`src/rtl/adc_ctrl_pkg.sv`:
```
// Shared constants for the dual-channel ADC capture controller:
// FSM state encoding and channel identifiers.
package adc_ctrl_pkg;

    typedef logic [1:0] state_t;

    localparam state_t ST_IDLE    = 2'd0;
    localparam state_t ST_ARMED   = 2'd1;
    localparam state_t ST_CAPTURE = 2'd2;
    localparam state_t ST_DRAIN   = 2'd3;

    localparam logic CH0 = 1'b0;
    localparam logic CH1 = 1'b1;

endpackage

```
`src/rtl/adc_capture_ctrl_if.sv`:
```
// Stream bundle of the capture controller: two ADC input streams
// and the merged output stream. slave = controller, master = ADC/sink side.
interface adc_capture_ctrl_if #(
    parameter int P_DW = 16
);
    logic [P_DW-1:0] s_axis_ch0_tdata;
    logic            s_axis_ch0_tvalid;
    logic            s_axis_ch0_tready;
    logic [P_DW-1:0] s_axis_ch1_tdata;
    logic            s_axis_ch1_tvalid;
    logic            s_axis_ch1_tready;
    logic [P_DW-1:0] m_axis_tdata;
    logic            m_axis_tuser;
    logic            m_axis_tlast;
    logic            m_axis_tvalid;
    logic            m_axis_tready;

    modport slave (
        input  s_axis_ch0_tdata, s_axis_ch0_tvalid,
        output s_axis_ch0_tready,
        input  s_axis_ch1_tdata, s_axis_ch1_tvalid,
        output s_axis_ch1_tready,
        output m_axis_tdata, m_axis_tuser, m_axis_tlast, m_axis_tvalid,
        input  m_axis_tready
    );

    modport master (
        output s_axis_ch0_tdata, s_axis_ch0_tvalid,
        input  s_axis_ch0_tready,
        output s_axis_ch1_tdata, s_axis_ch1_tvalid,
        input  s_axis_ch1_tready,
        input  m_axis_tdata, m_axis_tuser, m_axis_tlast, m_axis_tvalid,
        output m_axis_tready
    );

endinterface

```
`src/rtl/adc_capture_ctrl_gate.sv`:
```
// Per-channel sample gate: decimation, frame counting and a
// one-entry holding register that flags lost samples.
module adc_chan_gate #(
    parameter int P_DW   = 16,
    parameter int P_LENW = 16
) (
    input  logic              aclk,
    input  logic              resetn,
    input  logic              clr,
    input  logic              capture,
    input  logic [7:0]        decim,
    input  logic [P_LENW-1:0] frame_len,
    input  logic              in_valid,
    input  logic [P_DW-1:0]   in_data,
    input  logic              unload,
    output logic              full,
    output logic [P_DW-1:0]   data,
    output logic              count_done,
    output logic              ovf
);

    logic [7:0]        dec_cnt;
    logic [P_LENW-1:0] smp_cnt;
    logic              in_cap;
    logic              keep;
    logic              accept;

    assign count_done = (smp_cnt >= frame_len);
    assign in_cap     = capture & in_valid & ~count_done;
    assign keep       = in_cap & (dec_cnt == 8'd0);
    assign accept     = keep & (~full | unload);
    assign ovf        = keep & full & ~unload & ~clr;

    // Decimate, count kept samples and hold one until the arbiter takes it.
    always_ff @(posedge aclk) begin
        if (!resetn) begin
            dec_cnt <= 8'd0;
            smp_cnt <= '0;
            full    <= 1'b0;
            data    <= '0;
        end else if (clr) begin
            dec_cnt <= 8'd0;
            smp_cnt <= '0;
            full    <= 1'b0;
        end else begin
            if (in_cap)
                dec_cnt <= (dec_cnt == decim) ? 8'd0 : dec_cnt + 8'd1;
            if (accept) begin
                full    <= 1'b1;
                data    <= in_data;
                smp_cnt <= smp_cnt + 1'b1;
            end else if (unload) begin
                full    <= 1'b0;
            end
        end
    end

endmodule

```
`src/rtl/adc_capture_ctrl.sv`:
```
// Dual-channel ADC frame capture: arm/trigger FSM, per-channel gating
// and a round-robin merge into a registered output stream.
module adc_capture_ctrl
    import adc_ctrl_pkg::*;
#(
    parameter int P_DW   = 16,
    parameter int P_LENW = 16
) (
    input  logic              aclk,
    input  logic              resetn,
    input  logic [P_LENW-1:0] cfg_frame_len,
    input  logic [7:0]        cfg_decim,
    input  logic              cfg_ext_trig_en,
    input  logic              sw_arm,
    input  logic              ext_trig,
    input  logic              sw_abort,
    adc_capture_ctrl_if.slave axis,
    output logic              busy,
    output logic              done,
    output logic              overflow,
    input  logic              overflow_clr
);

    state_t            state;
    logic [P_LENW-1:0] len_q;
    logic [P_LENW-1:0] len_eff;
    logic [7:0]        decim_q;
    logic              trig_en_q;
    logic              trig_q;
    logic              trig_prev;
    logic              trig_edge;
    logic              start;
    logic              clr;
    logic              capture;
    logic              last_grant;
    logic              sel;
    logic              load_ok;
    logic              any_full;
    logic              rest_full;
    logic              is_last;
    logic              final_hs;
    logic              full0, full1;
    logic              done0, done1;
    logic              ovf0, ovf1;
    logic              unload0, unload1;
    logic [P_DW-1:0]   data0, data1;

    assign axis.s_axis_ch0_tready = resetn;
    assign axis.s_axis_ch1_tready = resetn;

    assign busy      = (state != ST_IDLE);
    assign trig_edge = trig_q & ~trig_prev;
    assign len_eff   = (len_q == '0) ? {{(P_LENW-1){1'b0}}, 1'b1} : len_q;
    assign start     = (state == ST_ARMED) & (~trig_en_q | trig_edge);
    assign clr       = start | sw_abort;
    assign capture   = (state == ST_CAPTURE);

    adc_chan_gate #(.P_DW(P_DW), .P_LENW(P_LENW)) u_gate0 (
        .aclk(aclk), .resetn(resetn), .clr(clr), .capture(capture),
        .decim(decim_q), .frame_len(len_eff),
        .in_valid(axis.s_axis_ch0_tvalid), .in_data(axis.s_axis_ch0_tdata),
        .unload(unload0), .full(full0), .data(data0),
        .count_done(done0), .ovf(ovf0)
    );

    adc_chan_gate #(.P_DW(P_DW), .P_LENW(P_LENW)) u_gate1 (
        .aclk(aclk), .resetn(resetn), .clr(clr), .capture(capture),
        .decim(decim_q), .frame_len(len_eff),
        .in_valid(axis.s_axis_ch1_tvalid), .in_data(axis.s_axis_ch1_tdata),
        .unload(unload1), .full(full1), .data(data1),
        .count_done(done1), .ovf(ovf1)
    );

    assign load_ok   = ~axis.m_axis_tvalid | axis.m_axis_tready;
    assign any_full  = full0 | full1;
    assign unload0   = load_ok & full0 & (sel == CH0);
    assign unload1   = load_ok & full1 & (sel == CH1);
    assign rest_full = (full0 & ~unload0) | (full1 & ~unload1);
    assign is_last   = done0 & done1 & ~rest_full;
    assign final_hs  = (state == ST_DRAIN) & axis.m_axis_tvalid
                     & axis.m_axis_tready & axis.m_axis_tlast;

    // Round-robin pick: on a tie the channel not granted last time wins.
    always_comb begin
        sel = CH0;
        if (full0 & full1)
            sel = (last_grant == CH1) ? CH0 : CH1;
        else if (full1)
            sel = CH1;
    end

    // Capture FSM; abort has priority over every other transition.
    always_ff @(posedge aclk) begin
        if (!resetn) begin
            state <= ST_IDLE;
        end else if (sw_abort) begin
            state <= ST_IDLE;
        end else begin
            case (state)
                ST_IDLE:    if (sw_arm) state <= ST_ARMED;
                ST_ARMED:   if (start) state <= ST_CAPTURE;
                ST_CAPTURE: if (done0 & done1) state <= ST_DRAIN;
                ST_DRAIN:   if (final_hs) state <= ST_IDLE;
                default:    state <= ST_IDLE;
            endcase
        end
    end

    // Freeze the configuration for the whole frame at arm time.
    always_ff @(posedge aclk) begin
        if (!resetn) begin
            len_q     <= '0;
            decim_q   <= 8'd0;
            trig_en_q <= 1'b0;
        end else if ((state == ST_IDLE) & sw_arm & ~sw_abort) begin
            len_q     <= cfg_frame_len;
            decim_q   <= cfg_decim;
            trig_en_q <= cfg_ext_trig_en;
        end
    end

    // Register the trigger level and its previous value for edge detect.
    always_ff @(posedge aclk) begin
        if (!resetn) begin
            trig_q    <= 1'b0;
            trig_prev <= 1'b0;
        end else begin
            trig_q    <= ext_trig;
            trig_prev <= trig_q;
        end
    end

    // Output stage: loads a new beat whenever it is empty or draining.
    always_ff @(posedge aclk) begin
        if (!resetn || sw_abort) begin
            axis.m_axis_tvalid <= 1'b0;
            axis.m_axis_tlast  <= 1'b0;
            axis.m_axis_tuser  <= 1'b0;
            axis.m_axis_tdata  <= '0;
        end else if (load_ok) begin
            axis.m_axis_tvalid <= any_full;
            axis.m_axis_tlast  <= any_full & is_last;
            if (any_full) begin
                axis.m_axis_tdata <= (sel == CH1) ? data1 : data0;
                axis.m_axis_tuser <= sel;
            end
        end
    end

    // Remember which channel was granted last; ch1 so ch0 wins first.
    always_ff @(posedge aclk) begin
        if (!resetn)
            last_grant <= CH1;
        else if (load_ok & any_full & ~sw_abort)
            last_grant <= sel;
    end

    // End-of-frame pulse and sticky overflow (a new loss beats a clear).
    always_ff @(posedge aclk) begin
        if (!resetn) begin
            done     <= 1'b0;
            overflow <= 1'b0;
        end else begin
            done <= final_hs & ~sw_abort;
            if (ovf0 | ovf1)
                overflow <= 1'b1;
            else if (overflow_clr)
                overflow <= 1'b0;
        end
    end

endmodule

```
`src/flat_wrapper.sv`:
```
// flat-port wrapper written by rule: the top's interface ports become plain ports
module adc_capture_ctrl_flat import adc_ctrl_pkg::*;
#(
    parameter int P_DW   = 16,
    parameter int P_LENW = 16
)
  (aclk, resetn, cfg_frame_len, cfg_decim, cfg_ext_trig_en, sw_arm, ext_trig, sw_abort, busy, done, overflow, overflow_clr, axis_s_axis_ch0_tdata, axis_s_axis_ch0_tvalid, axis_s_axis_ch0_tready, axis_s_axis_ch1_tdata, axis_s_axis_ch1_tvalid, axis_s_axis_ch1_tready, axis_m_axis_tdata, axis_m_axis_tuser, axis_m_axis_tlast, axis_m_axis_tvalid, axis_m_axis_tready);
  adc_capture_ctrl_if #(.P_DW(P_DW)) axis_i ();
  input  logic aclk;
  input  logic resetn;
  input  logic [P_LENW-1:0] cfg_frame_len;
  input  logic [7:0] cfg_decim;
  input  logic cfg_ext_trig_en;
  input  logic sw_arm;
  input  logic ext_trig;
  input  logic sw_abort;
  output logic busy;
  output logic done;
  output logic overflow;
  input  logic overflow_clr;
  input wire logic [$bits(axis_i.s_axis_ch0_tdata)-1:0] axis_s_axis_ch0_tdata;
  input wire logic [$bits(axis_i.s_axis_ch0_tvalid)-1:0] axis_s_axis_ch0_tvalid;
  output wire logic [$bits(axis_i.s_axis_ch0_tready)-1:0] axis_s_axis_ch0_tready;
  input wire logic [$bits(axis_i.s_axis_ch1_tdata)-1:0] axis_s_axis_ch1_tdata;
  input wire logic [$bits(axis_i.s_axis_ch1_tvalid)-1:0] axis_s_axis_ch1_tvalid;
  output wire logic [$bits(axis_i.s_axis_ch1_tready)-1:0] axis_s_axis_ch1_tready;
  output wire logic [$bits(axis_i.m_axis_tdata)-1:0] axis_m_axis_tdata;
  output wire logic [$bits(axis_i.m_axis_tuser)-1:0] axis_m_axis_tuser;
  output wire logic [$bits(axis_i.m_axis_tlast)-1:0] axis_m_axis_tlast;
  output wire logic [$bits(axis_i.m_axis_tvalid)-1:0] axis_m_axis_tvalid;
  input wire logic [$bits(axis_i.m_axis_tready)-1:0] axis_m_axis_tready;
  assign axis_i.s_axis_ch0_tdata = axis_s_axis_ch0_tdata;
  assign axis_i.s_axis_ch0_tvalid = axis_s_axis_ch0_tvalid;
  assign axis_s_axis_ch0_tready = axis_i.s_axis_ch0_tready;
  assign axis_i.s_axis_ch1_tdata = axis_s_axis_ch1_tdata;
  assign axis_i.s_axis_ch1_tvalid = axis_s_axis_ch1_tvalid;
  assign axis_s_axis_ch1_tready = axis_i.s_axis_ch1_tready;
  assign axis_m_axis_tdata = axis_i.m_axis_tdata;
  assign axis_m_axis_tuser = axis_i.m_axis_tuser;
  assign axis_m_axis_tlast = axis_i.m_axis_tlast;
  assign axis_m_axis_tvalid = axis_i.m_axis_tvalid;
  assign axis_i.m_axis_tready = axis_m_axis_tready;
  adc_capture_ctrl #(.P_DW(P_DW), .P_LENW(P_LENW)) u_core (.aclk(aclk), .resetn(resetn), .cfg_frame_len(cfg_frame_len), .cfg_decim(cfg_decim), .cfg_ext_trig_en(cfg_ext_trig_en), .sw_arm(sw_arm), .ext_trig(ext_trig), .sw_abort(sw_abort), .axis(axis_i), .busy(busy), .done(done), .overflow(overflow), .overflow_clr(overflow_clr));
endmodule
```
`config.mk`:
```
export PLATFORM = sky130hd
export DESIGN_NAME = adc_capture_ctrl_flat
export DESIGN_NICKNAME = d
export VERILOG_FILES = /design/src/rtl/adc_ctrl_pkg.sv /design/src/rtl/adc_capture_ctrl_if.sv /design/src/rtl/adc_capture_ctrl_gate.sv /design/src/rtl/adc_capture_ctrl.sv /design/src/flat_wrapper.sv
export SDC_FILE = /design/constraint.sdc
export NUM_CORES = 1
export LEC_CHECK = 0
export BUFFER_PORTS_ARGS = -buffer_cell sky130_fd_sc_hd__buf_4
export CORE_MARGIN = 5
export CORE_UTILIZATION = 30
export CTS_CLUSTER_SIZE = 10
export DETAILED_ROUTE_END_ITERATION = 10
export PLACE_DENSITY = 0.56
export SLEW_MARGIN = 0
export SYNTH_ARGS = -nofsm -noshare
export SYNTH_HDL_FRONTEND = slang
export SYNTH_HIERARCHICAL = 1
export SYNTH_SLANG_ARGS = --single-unit
```
`constraint.sdc`:
```
create_clock -name aclk -period 3.2 [get_ports aclk]
set_clock_uncertainty 0.05 [all_clocks]
set_input_delay 0.32 -clock aclk [delete_from_list [all_inputs] [get_ports aclk]]
set_output_delay 0.32 -clock aclk [all_outputs]
set_load 0.01 [all_outputs]
```
# Word level (Yosys, flattened, before mapping)
# Cells that the tools add are included.
[totals]
inputBits = 66
output_inout_bits = 24
reg_bits = 133
[classes]
n_reduce_logical = 16
order_cmp = 2
n_addsub = 4
mux = 18
n_eq_ne = 9
bitwise = 56
[ops]
columns = ["op", "n"]
rows = [
  ["$and 1x1->1", 34],
  ["$add 16x1->16 const B", 2],
  ["$ge 16x16->1", 2],
  ["$mux 16", 2],
  ["$add 8x1->8 const B", 2],
  ["$eq 8x8->1", 2],
  ["$logic_not 16->1", 1],
  ["$logic_not 8->1", 2],
  ["$mux 8", 2],
  ["$not 1->1", 14],
  ["$mux 1", 9],
  ["$mux 2", 4],
  ["$or 1x1->1", 8],
  ["$pmux 2 s4", 1],
  ["$reduce_bool 2->1", 4],
  ["$ne 2x1->1 const B", 3],
  ["$reduce_and 2->1", 3],
  ["$eq 2x2->1 const B", 2],
  ["$reduce_and 4->1", 1],
  ["$reduce_or 2->1", 2],
  ["$eq 2x1->1 const B", 1],
  ["$logic_not 2->1", 1],
  ["$ne 2x2->1 const B", 1],
  ["$logic_not 1->1", 1],
  ["$logic_or 1x1->1", 1],
]

# Longest topological paths before layout
# Gate-level depths: netlist of the first run.
[logic_depth]
ltp_word = 11
mapped_depth = 13
ltp_nobuf = 11

# Cells and area by module
# The synthesis of the first run kept the hierarchy.
[modules_own_cells]
columns = ["mod", "cells_per_inst", "instances", "seq_area_each_um2", "area_per_inst_um2"]
rows = [
  ["adc_chan_gate", 320, 2, 820.8, 2665.1],
  ["adc_capture_ctrl", 262, 1, 1021.0, 2265.9],
]

# Worst setup path before layout of the first run
# OpenSTA, ideal clock, no wires.
[synth_timing]
kind = "reg-to-reg"
from = "register u_core.len_q[8]"
to = "register u_core.state[1]"
setup_ps = 60
period_less_slack_ps = 2972
required_time_ps = 3090
path_buffers = 2
arrival_ps = 2862
path_stages_with_launch = 14
path_slack_ps = 228
path_cell_list = "dfxtp_1 -> nor4_1 -> a41o_1 -> ha_1 -> nand2b_1 -> a2111oi_2 -> o32a_1 -> clkbuf_1 -> clkbuf_1 -> nand2_1 -> nand2_1 -> a222oi_1 -> a211oi_1 -> a41o_1"
[synth_between]
elab_chain_len = 6
word_cells_on_any_way = 7
classes_between = "2 x order compare; 1 x eq/ne; 1 x mux; 1 x bitwise; 2 x reduce/logical"
[synth_rtl]
columns = ["element", "line", "source"]
rows = [
  ["from (decl)", "adc_capture_ctrl.sv:25", "logic [P_LENW-1:0] len_q;"],
  ["from (signal assigned)", "adc_capture_ctrl.sv:116", "len_q <= cfg_frame_len;"],
  ["$logic_not 16->1", "adc_capture_ctrl.sv:53", "assign len_eff = (len_q == '0) ? {{(P_LENW-1){1'b0}}, 1'b1} : len_q;"],
  ["$mux 16", "adc_capture_ctrl.sv:53", ""],
  ["via u_core.len_eff[0]", "adc_capture_ctrl.sv:26", "logic [P_LENW-1:0] len_eff;"],
  ["$ge 16x16->1", "adc_capture_ctrl_gate.sv:28", "assign count_done = (smp_cnt >= frame_len);"],
  ["via u_core.done0", "adc_capture_ctrl.sv:43", "logic done0, done1;"],
  ["$and 1x1->1", "adc_capture_ctrl.sv:102", "ST_CAPTURE: if (done0 & done1) state <= ST_DRAIN;"],
  ["$ne 2x1->1 (no source line)", "--", ""],
  ["$reduce_and 4->1 (no source line)", "--", ""],
  ["to (signal assigned)", "adc_capture_ctrl.sv:102", ""],
  ["to (signal assigned)", "adc_capture_ctrl.sv:103", "ST_DRAIN: if (final_hs) state <= ST_IDLE;"],
  ["to (signal assigned)", "adc_capture_ctrl.sv:104", "default: state <= ST_IDLE;"],
  ["to (decl)", "adc_capture_ctrl.sv:24", "state_t state;"],
]
# The timed path passes the listed nets, and every way through them passes these cells.
# A chain may end at the register's enable or synchronous reset.

# Final worst setup path of the first run
[layout_timing]
from = "register u_core.len_q[2]"
to = "register u_core.u_gate0.dec_cnt[6]"
[layout_between]
elab_chain_len = 5
[layout_rtl]
columns = ["element", "line", "source"]
rows = [
  ["$logic_not 16->1", "adc_capture_ctrl.sv:53", ""],
  ["$mux 16", "adc_capture_ctrl.sv:53", ""],
  ["via u_core.len_eff[0]", "adc_capture_ctrl.sv:26", ""],
  ["$ge 16x16->1", "adc_capture_ctrl_gate.sv:28", ""],
  ["$not 1->1", "adc_capture_ctrl_gate.sv:29", "assign in_cap = capture & in_valid & ~count_done;"],
  ["$and 1x1->1", "adc_capture_ctrl_gate.sv:29", ""],
  ["to (signal assigned)", "adc_capture_ctrl_gate.sv:47", "dec_cnt <= (dec_cnt == decim) ? 8'd0 : dec_cnt + 8'd1;"],
  ["to (decl)", "adc_capture_ctrl_gate.sv:22", "logic [7:0] dec_cnt;"],
]
# The timed path passes the listed nets, and every way through them passes these cells.

==> run summary, run 1 <==
Post-Syn Nets: 1011
CP max stage cell: a2111oi_4
First-pass GRT wire length: 35200 um
R2R setup slack: 0.11 ns
Clock tree sinks: 133
Mean routed wirelength per cell: 16.5 um
Fmax: 324 MHz
GRT overflow: 0
Hold_sp: ext_trig
Final Critical Period: 3.09 ns
PortBufs: 89
Crit Path Max Fanout: 18
Post-synth EDFFs: 0
Synthesized area: 7600 sq um
Max clock buf depth: 2
WP buf/inv: 1
Synth top area cells: dfxtp_1 35%, ha_1 7.1%, nand2_1 4.6%
Detailed Routing Iterations Pass 1: 7
Final Non-Filler Cells: 1312
Synth Flop Type: dfxtp_1
Max IR drop VDD: 0.000345 V
Die area: 28600 sq um
Avg Synthesized Cell Area: 8.42 sq um
Overall power: 4.23 mW
Std-Cell Rows: 58
Final hold violation count: 0
Seq/Total Area, Yosys: 0.351
CTS tree: built
Half-perimeter wire length after placement: 16100 um
Hold slack: 0.0690 ns
Placed Instance Area: 8660 sq um
Setup TNS Final: 0 ns
Reg2reg path depth: 9
CP Data Required Time: 3.48 ns
Clock Latency Late Sink: 0.42 ns
Residual DRC: 0
Cts hold-fix bufs: 0
Nets@finish: 1078
Antenna violations before repair: 0
Top Family by Delay on Critical Path: compound AO/OA/AOI/OAI gates
Commonest cells after routing, fill and taps aside: 129 x dfxtp_1, 126 x buf_4, 93 x nand2_1, 50 x nand4_1
Mapped Cells: 902
Commonest non-fill, non-tap cell in the layout: dfxtp_1
Final wirelength: 21700 um
Worst slew pin tran: 0.874 ns
CP Data Arrival Time: 3.37 ns
Final setup fails: 0
Synthesis Warnings: 6
Finished Core Util: 0.372
Leak pwr: 3.26 nW
Synth Register Bits: 133
Initial Util: 0.303
GRT Total Usage: 0.151
Critical path depth: 9
Critical path type: reg2reg
Post-synth top area cell: dfxtp_1
Tightest Hold Check Type: in2reg
H-tree level count: 4
Crit start category: flip-flop
Largest net degree at the start of global routing: 38
DR vias/cell: 5.29
Reg clk slew, reported paths: 0.06 ns
Critical Path Sink: u_core/u_gate0/dec_cnt[6]
Unrepaired setup endpoints after global routing: true
Maxcap violations: 0
Final Wtd Congestion: 0.860
Area Growth Syn to Fin: 22.7%
Slowest stage delay, CP: 0.47 ns
1st-iter DRT viols: 385
Final ANT Viol Nets: 0
RR Endpoint: u_core/u_gate0/dec_cnt[6]
Status: completed
Slew headroom: 0.418
Die Wd: 169 um
Async S/R FF share, synth: 0
Worst R2R Start: u_core/len_q[2]
Via total after detailed routing: 6934
CP startpoint: u_core/len_q[2]
Ports: 90
Distinct cells, synth: 60
Worst setup EP type: flip-flop
Placed cells: 1279
Final setup margin: 0.110 ns
FILL cells: 2592
Vias in the first global route: 6641
Tcrit/Tclk final: 0.965
Final slew viol count: 0
Core Area: 25000 sq um
Design area: 9320 sq um
Layout cells sized above 1: 0.227
Yosys top cell area share: 0.351
N_diodes: 0
Die Height: 169 um
Number of buffers created by CTS: 17
Root Driver: clkbuf_16
PwrDens: 454 nW/um^2
Pre-CTS WS: 0.0302 ns
Critical Path, Cell by Cell: nor4_1 > a41o_1 > ha_1 > nand2b_1 > a2111oi_4 > o32ai_4 > buf_6 > or3_1 > a211oi_1
-- how the worst min path moves through the flow --
| stage | to | slack [ns] | depth (start not counted) |
|---|---|---|---|
| 4_1_cts | u_core/trig_q | 0.05 | 2 |
| 5_1_grt | u_core/trig_q | 0.06 | 2 |
| 3_3_place_gp | u_core/u_gate0/data[0] | 0.40 | 2 |
| 2_1_floorplan | u_core/trig_prev | 0.38 | 1 |
| 3_5_place_dp | u_core/u_gate0/data[7] | 0.41 | 2 |
| 6_report | u_core/trig_q | 0.07 | 2 |
-- worst reg2reg max path, stage by stage (launching register included) --
cell and delay, ns:
dfxtp_1 0.33, nor4_1 0.31, a41o_1 0.27, ha_1 0.24
nand2b_1 0.18, a2111oi_4 0.47, o32ai_4 0.29, buf_6 0.27
or3_1 0.35, a211oi_1 0.24
-- cell families after synthesis --
family                     Yosys count  synth area share
DFF                                133             0.351
adders and majority gates           43            0.0708
and+or+nand+nor                    321             0.226
buffers and inverters              128            0.0705
muxes                               25            0.0329
AOI/OAI and AO/OA                  235             0.229
xor gates and xnor gates            17            0.0196
-- where the power goes --
| part | switching [mW] | internal (mW) |
|---|---|---|
| Sequential | 0.0204 | 1.68 |
| Combinational | 0.350 | 0.225 |
| Clock | 0.853 | 1.10 |
| Total | 1.22 | 3.00 |
-- registers in the layout, indices dropped and copies added, names as in the netlist --
name / count
u_core/u_gate0/data: 16
u_core/axis.m_axis_tuser: 1
u_core/state: 2
u_core/done: 1
u_core/u_gate0/full: 1
u_core/u_gate1/smp_cnt: 16
u_core/len_q: 16
u_core/decim_q: 8
u_core/axis.m_axis_tdata: 16
u_core/u_gate1/full: 1
u_core/u_gate0/dec_cnt: 8
u_core/overflow: 1
u_core/u_gate1/data: 16
u_core/axis.m_axis_tlast: 1
u_core/trig_q: 1
u_core/last_grant: 1
u_core/trig_en_q: 1
u_core/u_gate0/smp_cnt: 16
u_core/trig_prev: 1
u_core/u_gate1/dec_cnt: 8
u_core/axis.m_axis_tvalid: 1
-- cell usage after synthesis (all sizes together) (3+ instances only) --
cell / instances
a2111oi: 4
o311ai: 14
nor3: 19
a21boi: 26
or4: 12
and3: 4
o32a: 3
a31oi: 6
dfxtp: 133
o31ai: 38
or3: 13
xnor2: 17
o21ai: 20
nand2: 94
mux2i: 25
a211oi: 35
ha: 43
buf: 30
nand3: 34
a41o: 8
nand4: 50
inv: 46
nor2: 32
o41ai: 14
clkbuf: 50
a21o: 3
nor4: 17
a21oi: 45
a211o: 4
or2: 26
o211ai: 3
nand2b: 7
-- final cells by class --
cell class	count	area [sq um]	area share
multi-input combinational	641	4500	0.483
sequential	133	2670	0.286
clock buffer	17	425	0.0456
tap	330	413	0.0443
inverter	48	180	0.0193
timing repair buffer	128	977	0.105
clock inverter	15	156	0.0168
-- routing by layer --
| layer | up-vias | global-route usage | share of wire |
|---|---|---|---|
| met5 | - | 0 | 0 |
| met2 | 149 | 0.238 | 0.46 |
| met3 | 14 | 0.0350 | 0.049 |
| met1 | 3278 | 0.206 | 0.48 |
| met4 | 0 | 0.0424 | 0.013 |
| li1 | 3493 | - | - |
-- what timing repair did --
| item | 4_1_cts | 5_1_grt |
|---|---|---|
| gates resized for setup | 1 | 12 |
| pin swaps | 1 | 6 |
| buffers inserted | 0 | 1 |
| endpoints found under the setup margin | 2 | 27 |
| hold endpoints to repair | 0 | 0 |
Note: power is estimated with default switching activity, not from simulation.
==> run 2: changes to the inputs <==
ABC_AREA = 1   (was unset)
==> run summary, run 2 <==
Sequential power share: 0.401 (about the same)
Sw frac: 0.260 (was 0.289)
Core Area: 25000 sq um (unchanged)
FILL cells: 2699 (was 2592)
Total setup buffers inserted after CTS: 0 (unchanged)
Clock tree sinks: 133 (unchanged)
Count leader, synth: nand2_1 (was dfxtp_1)
Top Family by Delay on Critical Path: simple AND/OR/NAND/NOR gates (was compound AO/OA/AOI/OAI gates)
Pint: 3.22 mW (was 3.00 mW)
GRT Total Usage: 0.146 (was 0.151)
WHS Endpoint: u_core/trig_q (unchanged)
Final hold violation count: 0 (unchanged)
Quantity of gates resized following cts: 0 (was 1)
Std-Cell Rows: 58 (unchanged)
PortBufs: 89 (unchanged)
Final wirelength: 20800 um (was 21700 um)
Cell mode on critical path: nand2_1
Synth Register Bits: 133 (unchanged)
Die Height: 169 um (about the same)
Slowest stage delay, CP: 0.35 ns (was 0.47 ns)
Fmax: 377 MHz (was 324 MHz)
Via total after detailed routing: 6951 (was 6934)
1st-iter DRT viols: 428 (was 385)
Worst setup EP type: flip-flop (unchanged)
Final ANT Viol Nets: 0 (unchanged)
Comb pwr share: 0.111 (was 0.136)
Clock power share: 0.488 (was 0.463)
Area Growth Syn to Fin: 19.5% (was 22.7%)
Final setup fails: 0 (unchanged)
Critical path type: reg2reg (unchanged)
Seq/Total Area, Yosys: 0.351 (about the same)
Hold Path Cell Cnt: 3 (was 2)
DR vias/cell: 4.67 (was 5.29)
Critical Path, Cell by Cell: nor4_1 > nand3_1 > nand2_1 > ha_1 > nand2_1 > nor2_1 > nor2_1 > nand2_1 > nand2_1 > nand2_1 > nand2_2 > nand3_2 > nor2_4 > buf_4 > nand4_1 > nand2_1 > nor2_1 (was nor4_1 > a41o_1 > ha_1 > nand2b_1 > a2111oi_4 > o32ai_4 > buf_6 > or3_1 > a211oi_1)
Nets@finish: 1254 (was 1078)
Max IR drop VDD: 0.000272 V (was 0.000345 V)
Tcrit/Tclk final: 0.830 (was 0.965)
Antenna violations before repair: 0 (unchanged)
Post-synth top area cell: dfxtp_1 (unchanged)
R2R setup slack: 0.54 ns (was 0.11 ns)
Number of buffers created by CTS: 17 (unchanged)
Cts hold-fix bufs: 0 (unchanged)
WP buf/inv: 1 (unchanged)
Die area: 28600 sq um (about the same)
Status: completed (unchanged)
Slew headroom: 0.594 (was 0.418)
Maxcap violations: 0 (unchanged)
Vias in the first global route: 6552 (was 6641)
GRT overflow: 0 (unchanged)
CTS tree: built (unchanged)
Half-perimeter wire length after placement: 15200 um (was 16100 um)
Mapped Cells: 1083 (was 902)
CP Data Arrival Time: 2.92 ns (was 3.37 ns)
CP Data Required Time: 3.47 ns (was 3.48 ns)
Clock Latency Late Sink: 0.42 ns (about the same)
Initial Util: 0.303 (about the same)
Distinct cells, synth: 35 (was 60)
Reg2reg path depth: 17 (was 9)
Async S/R FF share, synth: 0 (unchanged)
Final Wtd Congestion: 0.855 (was 0.860)
Synth top area cells: dfxtp_1 35%, nand2_1 9.4%, nor2_1 7.7% (was dfxtp_1 35%, ha_1 7.1%, nand2_1 4.6%)
Setup TNS Final: 0 ns (unchanged)
Worst R2R Start: u_core/len_q[12] (was u_core/len_q[2])
Detailed Routing Iterations Pass 1: 5 (was 7)
N_diodes: 0 (unchanged)
Ports: 90 (unchanged)
Final Critical Period: 2.66 ns (was 3.09 ns)
Finished Core Util: 0.362 (was 0.372)
RR Endpoint: u_core/u_gate1/data[10] (was u_core/u_gate0/dec_cnt[6])
Post-Syn Nets: 1192 (was 1011)
Synthesis Warnings: 6 (unchanged)
Largest net degree at the start of global routing: 39 (was 38)
Max clock buf depth: 2 (unchanged)
First-pass GRT wire length: 33800 um (was 35200 um)
CP max stage cell: nor4_1 (was a2111oi_4)
Root Driver: clkbuf_16 (unchanged)
Post-synth EDFFs: 0 (unchanged)
Synth top cells by count: 190 x nand2_1, 155 x nor2_1, 133 x dfxtp_1 (was 133 x dfxtp_1, 94 x nand2_1, 50 x clkbuf_1, 50 x nand4_1, 46 x inv_1)
Crit start category: flip-flop (unchanged)
Die Wd: 169 um (about the same)
Unrepaired setup endpoints after global routing: false (was true)
Final slew viol count: 0 (unchanged)
PwrDens: 480 nW/um^2 (was 454 nW/um^2)
Commonest cells after routing, fill and taps aside: 190 x nand2_1, 155 x nor2_1, 133 x dfxtp_1, 123 x inv_1, 103 x a21oi_1 (was 129 x dfxtp_1, 126 x buf_4, 93 x nand2_1, 50 x nand4_1)
Switching pwr: 1.13 mW (was 1.22 mW)
Mean routed wirelength per cell: 13.9 um (was 16.5 um)
Commonest non-fill, non-tap cell in the layout: nand2_1 (was dfxtp_1)
Residual DRC: 0 (unchanged)
Avg Synthesized Cell Area: 7.00 sq um (was 8.42 sq um)
Hold_sp: ext_trig (unchanged)
Layout cells sized above 1: 0.180 (was 0.227)
Tightest Hold Check Type: in2reg (unchanged)
Reg clk slew, reported paths: 0.06 ns (about the same)
H-tree level count: 4 (unchanged)
Worst slew pin tran: 0.608 ns (was 0.874 ns)
Synthesized area: 7580 sq um (was 7600 sq um)
Yosys top cell area share: 0.351 (about the same)
Leak pwr: 3.89 nW (was 3.26 nW)
Crit Path Max Fanout: 16 (was 18)
Synth Flop Type: dfxtp_1 (unchanged)
[run 2: cell families (layout without fill, tap and decap cells)]
group | after synthesis | in the layout | share of synthesized area
XOR/XNOR | 38 | 38 | 0.0439
AO/OA/AOI/OAI | 178 | 178 | 0.126
AND/OR/NAND/NOR | 491 | 491 | 0.293
buffers and inverters | 200 | 275 | 0.115
adder cells (fa/ha/maj) | 43 | 43 | 0.0710
flip-flops | 133 | 133 | 0.351
[run 2: area by class of cell]
| type | count | area (sq um) | area share |
|---|---|---|---|
| clock buffer | 18 | 439 | 0.0485 |
| clock inverter | 14 | 200 | 0.0221 |
| inverter | 144 | 541 | 0.0597 |
| multi-input combinational | 750 | 4050 | 0.447 |
| sequential | 133 | 2660 | 0.294 |
| tap | 330 | 413 | 0.0456 |
| timing repair buffer | 99 | 756 | 0.0834 |
[run 2: worst register-to-register path: cells and delay by family (launching register included)]
family	cells	cell delay, ns
buffers and inverters	1	0.23
flip-flops	1	0.34
adder cells (fa/ha/maj)	1	0.23
AND/OR/NAND/NOR	15	1.72
[run 2: layer usage]
layer | track usage | routed length, um
met2 | 0.222 | 9300
met1 | 0.208 | 10300
met3 | 0.0332 | 801
met4 | 0.0431 | 320
met5 | 0 | 0
[run 2: metrics by stage]
stage / hold WS, ns / setup WS, ns / instances / instance area (sq um) / total power, mW
6_report: 0.0281 / 0.545 / 1488 / 9060 / 4.35
5_1_grt: 0.0263 / 0.153 / 1488 / 9060 / 4.56
2_1_floorplan: 0.364 / 1.09 / 1083 / 7580 / 2.11
3_3_place_gp: 0.375 / 0.569 / 1456 / 8420 / 2.26
3_5_place_dp: 0.384 / 0.563 / 1456 / 8420 / 2.26
4_1_cts: 0.0110 / 0.539 / 1488 / 9060 / 4.40
[run 2: worst max path at each step]
stage                startpoint                 endpoint  slack (ns)  depth (start not counted)
2_1_floorplan   u_core/len_q[8]  u_core/u_gate0/data[10]        1.09                         17
3_3_place_gp   u_core/len_q[12]  u_core/u_gate1/data[13]        0.57                         17
3_5_place_dp   u_core/len_q[12]   u_core/u_gate0/data[9]        0.56                         17
4_1_cts        u_core/len_q[12]   u_core/u_gate0/data[9]        0.54                         17
5_1_grt        u_core/len_q[12]   u_core/u_gate1/data[1]        0.15                         17
6_report       u_core/len_q[12]  u_core/u_gate1/data[10]        0.54                         17
[run 2: power by group through the flow]
stage          Combinational [mW]  Sequential (mW)  Clock (mW)
6_report                    0.482             1.74        2.12
2_1_floorplan               0.344             1.76           0
3_3_place_gp                0.482             1.78           0
3_5_place_dp                0.484             1.78           0
4_1_cts                     0.487             1.74        2.17
5_1_grt                     0.553             1.75        2.25
==> run 3: changes to the inputs <==
ABC_AREA = 0   (was 1)
PLACE_DENSITY = 0.55   (was 0.56)
clock period = 2.76 ns   (was 3.2 ns; I/O delays follow)
==> run summary, run 3 (same netlist as run 1, synthesis figures left out) <==
Commonest cells after routing, fill and taps aside: 176 x buf_4, 130 x dfxtp_1, 92 x nand2_1, 50 x nand4_1, 46 x inv_1 (was 190 x nand2_1, 155 x nor2_1, 133 x dfxtp_1, 123 x inv_1, 103 x a21oi_1)
Tcrit/Tclk final: 1.04 (was 0.830)
Core Area: 25000 sq um (unchanged)
Final ANT Viol Nets: 0 (unchanged)
Final hold violation count: 0 (unchanged)
Nets@finish: 1143 (was 1254)
CP Data Required Time: 3.00 ns (was 3.47 ns)
Tightest Hold Check Type: in2reg (unchanged)
Half-perimeter wire length after placement: 16500 um (was 15200 um)
Final Critical Period: 2.86 ns (was 2.66 ns)
Cts hold-fix bufs: 0 (unchanged)
Unrepaired setup endpoints after global routing: true (was false)
Worst setup EP type: flip-flop (unchanged)
Critical path type: reg2reg (unchanged)
Hold_sp: ext_trig (unchanged)
Die Wd: 169 um (about the same)
First-pass GRT wire length: 37800 um (was 33800 um)
Slowest stage delay, CP: 0.51 ns (was 0.35 ns)
WHS Endpoint: u_core/trig_q (unchanged)
CP Data Arrival Time: 3.10 ns (was 2.92 ns)
Switching pwr: 1.56 mW (was 1.13 mW)
Antenna violations before repair: 0 (unchanged)
Die Height: 169 um (about the same)
H-tree level count: 4 (unchanged)
Leak pwr: 3.74 nW (was 3.89 nW)
Area Growth Syn to Fin: 35.8% (was 19.5%)
Commonest non-fill, non-tap cell in the layout: buf_4 (was nand2_1)
Layout cells sized above 1: 0.334 (was 0.180)
N_diodes: 0 (unchanged)
Ports: 90 (unchanged)
Sequential power share: 0.376 (was 0.401)
Setup TNS Final: -0.447 ns (was 0 ns)
Slew headroom: 0.442 (was 0.594)
Crit start category: flip-flop (unchanged)
CTS tree: built (unchanged)
Final Wtd Congestion: 0.843 (was 0.855)
Status: finished with violations (was completed)
Mean routed wirelength per cell: 17.3 um (was 13.9 um)
Die area: 28600 sq um (about the same)
Overall power: 5.23 mW (was 4.35 mW)
Std-Cell Rows: 58 (unchanged)
DR vias/cell: 5.30 (was 4.67)
CP max stage cell: or4_1 (was nor4_1)
Finished Core Util: 0.412 (was 0.362)
Failing checks: setup timing
Vias in the first global route: 7068 (was 6552)
Pint: 3.67 mW (was 3.22 mW)
Max IR drop VDD: 0.000355 V (was 0.000272 V)
Final slew viol count: 0 (unchanged)
Worst R2R Start: u_core/len_q[14] (was u_core/len_q[12])
Via total after detailed routing: 7302 (was 6951)
Sw frac: 0.299 (was 0.260)
Clock power share: 0.436 (was 0.488)
Fmax: 350 MHz (was 377 MHz)
1st-iter DRT viols: 394 (was 428)
R2R setup slack: -0.1 ns (was 0.54 ns)
Reg clk slew, reported paths: 0.06 ns (about the same)
Comb pwr share: 0.188 (was 0.111)
Largest net degree at the start of global routing: 33 (was 39)
Worst slew pin tran: 0.837 ns (was 0.608 ns)
Reg2reg path depth: 11 (was 17)
Maxcap violations: 0 (unchanged)
Clock Latency Late Sink: 0.43 ns (was 0.42 ns)
Root Driver: clkbuf_16 (unchanged)
Max clock buf depth: 2 (unchanged)
Crit Path Max Fanout: 6 (was 16)
PwrDens: 507 nW/um^2 (was 480 nW/um^2)
Final setup margin: -0.0994 ns (was 0.545 ns)
PortBufs: 89 (unchanged)
RR Endpoint: u_core/u_gate0/smp_cnt[4] (was u_core/u_gate1/data[10])
Number of buffers created by CTS: 17 (unchanged)
GRT Total Usage: 0.163 (was 0.146)
GRT overflow: 0 (unchanged)
Residual DRC: 0 (unchanged)
Detailed Routing Iterations Pass 1: 6 (was 5)
Final wirelength: 23800 um (was 20800 um)
Critical Path, Cell by Cell: buf_4 > inv_1 > ha_1 > buf_4 > o21ai_0 > buf_4 > o211ai_1 > or4_1 > buf_4 > o311ai_1 > o41ai_2 (was nor4_1 > nand3_1 > nand2_1 > ha_1 > nand2_1 > nor2_1 > nor2_1 > nand2_1 > nand2_1 > nand2_1 > nand2_2 > nand3_2 > nor2_4 > buf_4 > nand4_1 > nand2_1 > nor2_1)
Final setup fails: 13 (was 0)
Hold Path Cell Cnt: 2 (was 3)
Initial Util: 0.303 (about the same)
Cell mode on critical path: buf_4 (was nand2_1)
Clock tree sinks: 133 (unchanged)
run 3: cell types whose count changed in the layout (fill, tap and decap cells not counted), sizes merged, moves of 24 or more:
cell    before  now
mux2i        0   25
a21oi      119   45
or2          2   26
a211oi       0   35
o21ai       56   20
a21boi       0   26
nand2      211   94
buf         99  190
xor2        30    0
inv        147   57
nor2       164   32
o31ai        0   38
run 3: worst max-delay path by stage:
stage                                            to              from  depth (start not counted)  slack [ns]
final                     u_core/u_gate0/smp_cnt[4]  u_core/len_q[14]                         11        -0.1
after global routing      u_core/u_gate0/smp_cnt[4]  u_core/len_q[14]                         11       -0.23
after CTS                           u_core/state[1]  u_core/len_q[11]                         13        -0.1
after detailed placement            u_core/state[1]   u_core/len_q[8]                         12       -0.24
after global placement    u_core/u_gate0/dec_cnt[0]  u_core/len_q[15]                         11       -0.20
after floorplan                     u_core/state[1]  u_core/len_q[13]                         13       -0.07
run 3: routing by layer:
metal,track usage,vias up,part of all wire
met1,0.232,3464,0.48
met2,0.252,184,0.46
met5,0,-,0
met3,0.0278,24,0.052
met4,0.0504,0,0.014
li1,-,3630,-
run 3: final cells by class:
cell class / count / area (sq um)
Clock buffer: 17 / 425
Sequential cell: 133 / 2670
Tap cell: 330 / 413
Fill cell: 2523 / 14700
Timing Repair Buffer: 191 / 1530
Clock inverter: 15 / 156
Inverter: 48 / 180
Multi-Input combinational cell: 643 / 4940
run 3: stage by stage:
step	hold slack (ns)	instances	worst slack, ns	area [sq um]
2_1_floorplan	0.353	902	-0.0737	7600
3_3_place_gp	0.401	1328	-0.199	9020
3_5_place_dp	0.402	1328	-0.237	9020
4_1_cts	0.00271	1371	-0.0965	9980
5_1_grt	0.0324	1377	-0.228	10300
6_report	0.0287	1377	-0.0994	10300
run 3: critical path, delay by kind of cell (launching register included):
family	cells	cell delay, ns
compound gates	4	0.84
fa+ha+maj	1	0.30
buf+inv	5	0.67
flops	1	0.34
simple gates	1	0.51
run 3: what timing repair did:
item                                    in CTS  in global routing
cloned                                       3                  1
pin swaps                                   28                 24
buffers inserted                             8                  6
endpoints found under the setup margin      74                 86
gates resized for setup                     55                 51
run 3: power by group through the flow:
stage | Clock, mW | Sequential (mW) | Combinational, mW
after global placement | 0 | 2.01 | 0.717
after global routing | 2.41 | 1.97 | 1.05
after CTS | 2.33 | 1.96 | 0.885
final | 2.28 | 1.97 | 0.982
after detailed placement | 0 | 2.01 | 0.719
after floorplan | 0 | 2.00 | 0.401
